[config.mk]
export PLATFORM = sky130hd
export DESIGN_NAME = score_keeper
export DESIGN_NICKNAME = d
export VERILOG_FILES = /design/src/rtl/score_keeper_pkg.sv /design/src/rtl/bcd_add_sat.sv /design/src/rtl/score_keeper.sv
export SDC_FILE = /design/constraint.sdc
export NUM_CORES = 1
export LEC_CHECK = 0
export CAP_MARGIN = 40
export CORE_MARGIN = 1.5
export CORE_UTILIZATION = 40
export CTS_BUF_LIST = sky130_fd_sc_hd__clkbuf_4 sky130_fd_sc_hd__clkbuf_8 sky130_fd_sc_hd__clkbuf_16
export DETAILED_ROUTE_END_ITERATION = 7
export HOLD_SLACK_MARGIN = 0.1
export PLACE_DENSITY = 0.72
export REMOVE_ABC_BUFFERS = 1
export SLEW_MARGIN = 20
export SYNTH_ARGS = -nofsm -noshare
export SYNTH_HDL_FRONTEND = slang
export SYNTH_SLANG_ARGS = --single-unit
[constraint.sdc]
create_clock -name clk -period 5 [get_ports clk]
set_input_delay 1.5 -clock clk [delete_from_list [all_inputs] [get_ports clk]]
set_output_delay 1.5 -clock clk [all_outputs]
set_load 0.05 [all_outputs]
[src/rtl/score_keeper_pkg.sv]
`default_nettype none
// ============================================================================
// Module  : score_keeper_pkg
// Brief   : Widths, FSM states and helper tables shared by score_keeper.
// Revision: 1.0 - initial release
// ============================================================================
package score_keeper_pkg;

    localparam int CLEAR_LEN    = 3;
    localparam int SCORE_DIGITS = 4;
    localparam int SCORE_LEN    = 16;
    localparam int LINES_LEN    = 8;
    localparam int LEVEL_LEN    = 4;
    localparam int DROP_LEN     = 6;

    typedef enum logic [1:0] {
        S_IDLE  = 2'd0,
        S_ADD   = 2'd1,
        S_LINES = 2'd2
    } state_t;

    // Base points per placement; anything above a tetris scores as a tetris.
    function automatic logic [3:0] clear_points(input logic [CLEAR_LEN-1:0] n);
        case (n)
            3'd0:    return 4'd0;
            3'd1:    return 4'd1;
            3'd2:    return 4'd3;
            3'd3:    return 4'd5;
            default: return 4'd8;
        endcase
    endfunction

    function automatic logic [DROP_LEN-1:0] drop_for_level(input logic [LEVEL_LEN-1:0] lvl);
        return DROP_LEN'(48 - 5 * int'(lvl));
    endfunction

endpackage
`default_nettype wire

[src/rtl/bcd_add_sat.sv]
`default_nettype none
// ============================================================================
// Module  : bcd_add_sat
// Brief   : Four-digit BCD plus small binary addend, saturating at 9999.
// Revision: 1.0 - initial release
// ============================================================================
module bcd_add_sat
    import score_keeper_pkg::*;
(
    input  logic [SCORE_LEN-1:0] i_a,
    input  logic [3:0]           i_b,
    output logic [SCORE_LEN-1:0] o_sum
);

    logic [4:0]           w_carry;
    logic [4:0]           w_dsum;
    logic [SCORE_LEN-1:0] w_raw;

    // The addend enters as the carry into digit 0; later digits only see 0/1.
    always_comb begin
        w_carry = {1'b0, i_b};
        w_dsum  = '0;
        w_raw   = '0;
        for (int d = 0; d < SCORE_DIGITS; d++) begin
            w_dsum = {1'b0, i_a[4*d +: 4]} + w_carry;
            if (w_dsum > 5'd9) begin
                w_raw[4*d +: 4] = 4'(w_dsum - 5'd10);
                w_carry         = 5'd1;
            end else begin
                w_raw[4*d +: 4] = w_dsum[3:0];
                w_carry         = 5'd0;
            end
        end
        o_sum = (w_carry != 5'd0) ? {SCORE_DIGITS{4'h9}} : w_raw;
    end

endmodule
`default_nettype wire

[src/rtl/score_keeper.sv]
`default_nettype none
// ============================================================================
// Module  : score_keeper
// Brief   : BCD score, line count, level and gravity period bookkeeping.
// Revision: 1.0 - initial release
// ============================================================================
module score_keeper
    import score_keeper_pkg::*;
#(
    parameter int LINES_PER_LEVEL = 10,
    parameter int LEVEL_MAX       = 9
) (
    input  logic                 clk,
    input  logic                 rst,
    input  logic                 clear_valid,
    input  logic [CLEAR_LEN-1:0] num_cleared,
    output logic                 busy,
    output logic                 done,
    output logic [SCORE_LEN-1:0] score_bcd,
    output logic [LINES_LEN-1:0] lines,
    output logic [LEVEL_LEN-1:0] level,
    output logic                 level_up,
    output logic [DROP_LEN-1:0]  drop_period,
    output logic                 overrun
);

    localparam logic [4:0]           c_lines_per_level = 5'(LINES_PER_LEVEL);
    localparam logic [LEVEL_LEN-1:0] c_level_max       = LEVEL_LEN'(LEVEL_MAX);
    localparam logic [CLEAR_LEN-1:0] c_n_max           = CLEAR_LEN'(4);

    state_t                r_state;
    logic [3:0]            r_base;
    logic [CLEAR_LEN-1:0]  r_n;
    logic [LEVEL_LEN-1:0]  r_iter;
    logic [SCORE_LEN-1:0]  r_score;
    logic [LINES_LEN-1:0]  r_lines;
    logic [LEVEL_LEN-1:0]  r_level;
    logic [3:0]            r_lvl_cnt;
    logic [DROP_LEN-1:0]   r_drop;
    logic                  r_done;
    logic                  r_level_up;
    logic                  r_overrun;

    logic [SCORE_LEN-1:0]  w_score_next;
    logic [LINES_LEN:0]    w_lines_sum;
    logic [LINES_LEN-1:0]  w_lines_next;
    logic [4:0]            w_cnt_sum;
    logic                  w_wrap;
    logic                  w_lvl_inc;
    logic [LEVEL_LEN-1:0]  w_level_next;

    bcd_add_sat u_bcd_add_sat (
        .i_a   (r_score),
        .i_b   (r_base),
        .o_sum (w_score_next)
    );

    always_comb begin
        w_lines_sum  = {1'b0, r_lines} + (LINES_LEN+1)'(r_n);
        w_lines_next = w_lines_sum[LINES_LEN] ? {LINES_LEN{1'b1}} : w_lines_sum[LINES_LEN-1:0];
        w_cnt_sum    = {1'b0, r_lvl_cnt} + 5'(r_n);
        w_wrap       = (w_cnt_sum >= c_lines_per_level);
        w_lvl_inc    = w_wrap && (r_level < c_level_max);
        w_level_next = w_lvl_inc ? r_level + 1'b1 : r_level;
    end

    always_ff @(posedge clk or posedge rst) begin
        if (rst) begin
            r_state    <= S_IDLE;
            r_base     <= '0;
            r_n        <= '0;
            r_iter     <= '0;
            r_score    <= '0;
            r_lines    <= '0;
            r_level    <= '0;
            r_lvl_cnt  <= '0;
            r_drop     <= drop_for_level('0);
            r_done     <= 1'b0;
            r_level_up <= 1'b0;
            r_overrun  <= 1'b0;
        end else begin
            r_done     <= 1'b0;
            r_level_up <= 1'b0;
            if (clear_valid && (r_state != S_IDLE)) begin
                r_overrun <= 1'b1;
            end
            case (r_state)
                S_IDLE: begin
                    if (clear_valid) begin
                        r_base  <= clear_points(num_cleared);
                        r_n     <= (num_cleared > c_n_max) ? c_n_max : num_cleared;
                        r_iter  <= r_level;
                        r_state <= (clear_points(num_cleared) != 4'd0) ? S_ADD : S_LINES;
                    end
                end
                // One base-sized add per cycle, level+1 times in total.
                S_ADD: begin
                    r_score <= w_score_next;
                    if (r_iter == '0) begin
                        r_state <= S_LINES;
                    end else begin
                        r_iter <= r_iter - 1'b1;
                    end
                end
                S_LINES: begin
                    r_lines    <= w_lines_next;
                    r_lvl_cnt  <= w_wrap ? 4'(w_cnt_sum - c_lines_per_level) : w_cnt_sum[3:0];
                    r_level    <= w_level_next;
                    r_drop     <= drop_for_level(w_level_next);
                    r_done     <= 1'b1;
                    r_level_up <= w_lvl_inc;
                    r_state    <= S_IDLE;
                end
                default: r_state <= S_IDLE;
            endcase
        end
    end

    assign busy        = (r_state != S_IDLE);
    assign done        = r_done;
    assign score_bcd   = r_score;
    assign lines       = r_lines;
    assign level       = r_level;
    assign level_up    = r_level_up;
    assign drop_period = r_drop;
    assign overrun     = r_overrun;

endmodule
`default_nettype wire
==> flow_metrics.tcl <==
set metrics [dict create \
    status "completed" \
    drive_above_1_share_pct 16.0 \
    cts_made_buffers 5 \
    synth_xor_area_share_pct 5.69 \
    io_buffers 43 \
    clockRootBuffer "clkbuf_8" \
    cp.required_ps 5210 \
    cts_tree "yes" \
    wirelength_um 7020 \
    synth_cell_types 57 \
    start_util_pct 41.1 \
    startpoint "score_bcd[0]$_DFFE_PP0P_" \
    cts_max_path_buffers 2 \
    crit_fanout 8 \
    grt_use_total_pct 16.4 \
    cts-hold-fix-buffers 0 \
    critPathKind "reg2reg" \
    r2r_end "score_bcd[8]$_DFFE_PP0P_" \
    worst_pin_slew_ps 780 \
    final_util_pct 50.9 \
    ant_nets 0 \
    r2r-start "score_bcd[0]$_DFFE_PP0P_" \
    path_clk_slew_ps 100 \
    clk_latency_ps 310 \
    r2r_cells 25 \
    cp-start-kind "register" \
    wire_per_inst_um 13.9 \
    core_area_um2 8180 \
    hold_violations 0 \
    die_area_um2 8970 \
    antennaDiodeCount 0 \
    grt_max_degree 36 \
    rrSetupSlack_ps 190 \
    drt_iter0_drc 195 \
    drc_errors 0 \
    synth_edf_count 0 \
    period_needed_ps 4810 \
    holdWs_ps 477 \
    rows 33 \
    hold_path.class "reg2reg" \
    worst_slack_ps 190 \
    yosys.area_share.simple_pct 14.6 \
    hold_path_depth 1 \
    tns_ps 0 \
    yosys.area_share.adder_pct 13.7 \
    finalMaxSlewViolations 0 \
    synth_top_family_by_area "compound AO/OA/AOI/OAI gates" \
    max_slew_margin_pct 48.0 \
    final_nets 440 \
    first_global_vias 2618 \
    async_reset_ff_share_pct 100 \
    ys.flop_type "dfrtp_1" \
    area_delta_synth_final_pct 23.8 \
    globalplace.congestion 0.830 \
    num_vias 2666 \
    grt.overflow.total 0 \
    syn-cell-area_um2 3360 \
    cp.arrival_ps 5020 \
    io_pins 44 \
    cts_max_level 2 \
    seq_area_frac_synth_pct 39.5 \
    end_kind "register" \
    die_width_um 94.7 \
    dr.pass1.iters 4 \
    post-route-period-util_pct 96.2 \
    synthMuxAreaShare_pct 3.53 \
    syn_inst 347 \
    setup_viol 0 \
    fmax_mhz 208 \
    synth_compound_area_share_pct 18.0 \
    finalClockSkew_ps 6.91 \
    syn_area_per_cell_um2 9.69 \
    vias_per_cell 5.28 \
    drv_cap 0 \
    synth_seq_cells 53 \
    synth_warnings 0 \
    cp-endpoint "score_bcd[8]$_DFFE_PP0P_" \
    dp_worst_setup_slack_ps -225 \
    antenna_found_initial 0 \
    grt_first_pass_wirelength_um 11700 \
    dp_hpwl_um 5140 \
    clkSinkCount 53 \
    die_y_um 94.7 \
]
## synthesized netlist by cell type, drive strengths merged, types with 2 or more instances
library cell	number	area (um2)
nor3	6	30.0
o32a	2	20.0
clkbuf	10	37.5
xnor2	15	139
buf	3	23.8
fa	3	60.1
xor2	6	52.6
o31ai	4	30.0
or2	3	18.8
o21ai	26	130
nand4	3	18.8
a21o	5	40.0
mux2	9	109
ha	32	400
and2	4	26.3
a211oi	3	22.5
nand2	41	156
o211ai	2	15.0
a221oi	2	23.8
nor2b	8	50.1
dfrtp	51	1280
inv	28	105
o22ai	4	25.0
nor2	10	37.5
a2bb2oi	2	17.5
nand3	10	55.1
nor3b	4	30.0
a31oi	5	31.3
nand2b	6	37.5
o311ai	2	25.0
a21oi	16	80.1
o22a	5	43.8
dfstp	2	52.6
and3	4	25.0
## cells in the final DEF, fill, tap and decap left out, types with 5 or more instances in the layout
cell type,count
xor2_1,5
mux2_2,7
nand2_1,39
clkbuf_8,5
nand2b_1,6
ha_1,25
nor3_1,6
buf_4,14
o21ai_0,20
nor2b_1,8
nand3_1,9
xnor2_1,14
dfrtp_1,51
inv_1,26
clkdlybuf4s50_1,43
nor2_1,10
o22a_1,5
o21ai_1,6
a31oi_1,5
a21oi_1,16
## registers in the layout (all words and copies together), names as in the netlist
register and count:
done 1, drop_period 5, level 4, level_up 1, lines 8, overrun 1
r_base 4, r_iter 4, r_lvl_cnt 4, r_n 3, r_state 2, score_bcd 16
## critical path, cell delays in order, from the launching register on
cell       delay, ps
dfrtp_1          370
ha_2             190
inv_1             60
fa_2             380
xor2_2           160
and2_4           180
o311ai_4         270
ha_2             270
ha_4             140
buf_4            110
nand2b_1         140
o21ai_1          100
a2bb2oi_2        170
ha_2             220
ha_4             130
o21ai_0           80
or2_2            300
a2bb2oi_2        150
ha_2             220
ha_4             200
nor2_1           110
a21oi_1           50
o22ai_1          180
nand2_2          130
buf_6            200
o22a_1           180
## through the flow
| step | cells | instance area (um2) |
|---|---|---|
| final | 505 | 4160 |
| after global routing | 505 | 4160 |
| after CTS | 500 | 4080 |
| after detailed placement | 492 | 3940 |
| after global placement | 492 | 3940 |
| after floorplan | 334 | 3300 |
## kinds of logic (layout without fill, tap and decap cells)
kind of cell	count (synthesis)	after routing
flops	53	53
fa+ha+maj	35	35
buf+inv	41	94
compound gates	87	87
mux	10	10
simple gates	100	100
xor+xnor	21	21
## layout make-up
class	count	area, um2
multi-input combinational	253	1960
inverter	28	105
sequential	53	1330
clock buffer	6	76.3
timing repair buffer	58	547
tap	105	131
clock inverter	2	15.0
fill	751	4010
## worst min-delay path by stage
stage / startpoint / end
finish: overrun$_DFFE_PP0P_ / overrun$_DFFE_PP0P_
floorplan: r_lvl_cnt[0]$_DFFE_PP0P_ / r_lvl_cnt[0]$_DFFE_PP0P_
detailed placement: overrun$_DFFE_PP0P_ / overrun$_DFFE_PP0P_
CTS: overrun$_DFFE_PP0P_ / overrun$_DFFE_PP0P_
global placement: overrun$_DFFE_PP0P_ / overrun$_DFFE_PP0P_
global route: overrun$_DFFE_PP0P_ / overrun$_DFFE_PP0P_
## per-layer routing
metal  global-route usage (%)  wire [um]  vias up
li1                         -          -     1317
met1                     20.2       3160     1297
met2                     29.1       3550       45
met3                     2.66        236        7
met4                     5.35         68        0
met5                        0          0        -
## timing repair
action                                  4_1_cts  5_1_grt
endpoints found under the setup margin       13       13
pin swaps                                     1       12
setup buffers                                 0        5
gates resized for setup                       9       13
Power is left out: the tool's default activity adds up to more than one toggle a clock period on the data nets, which glitch-free logic cannot reach.
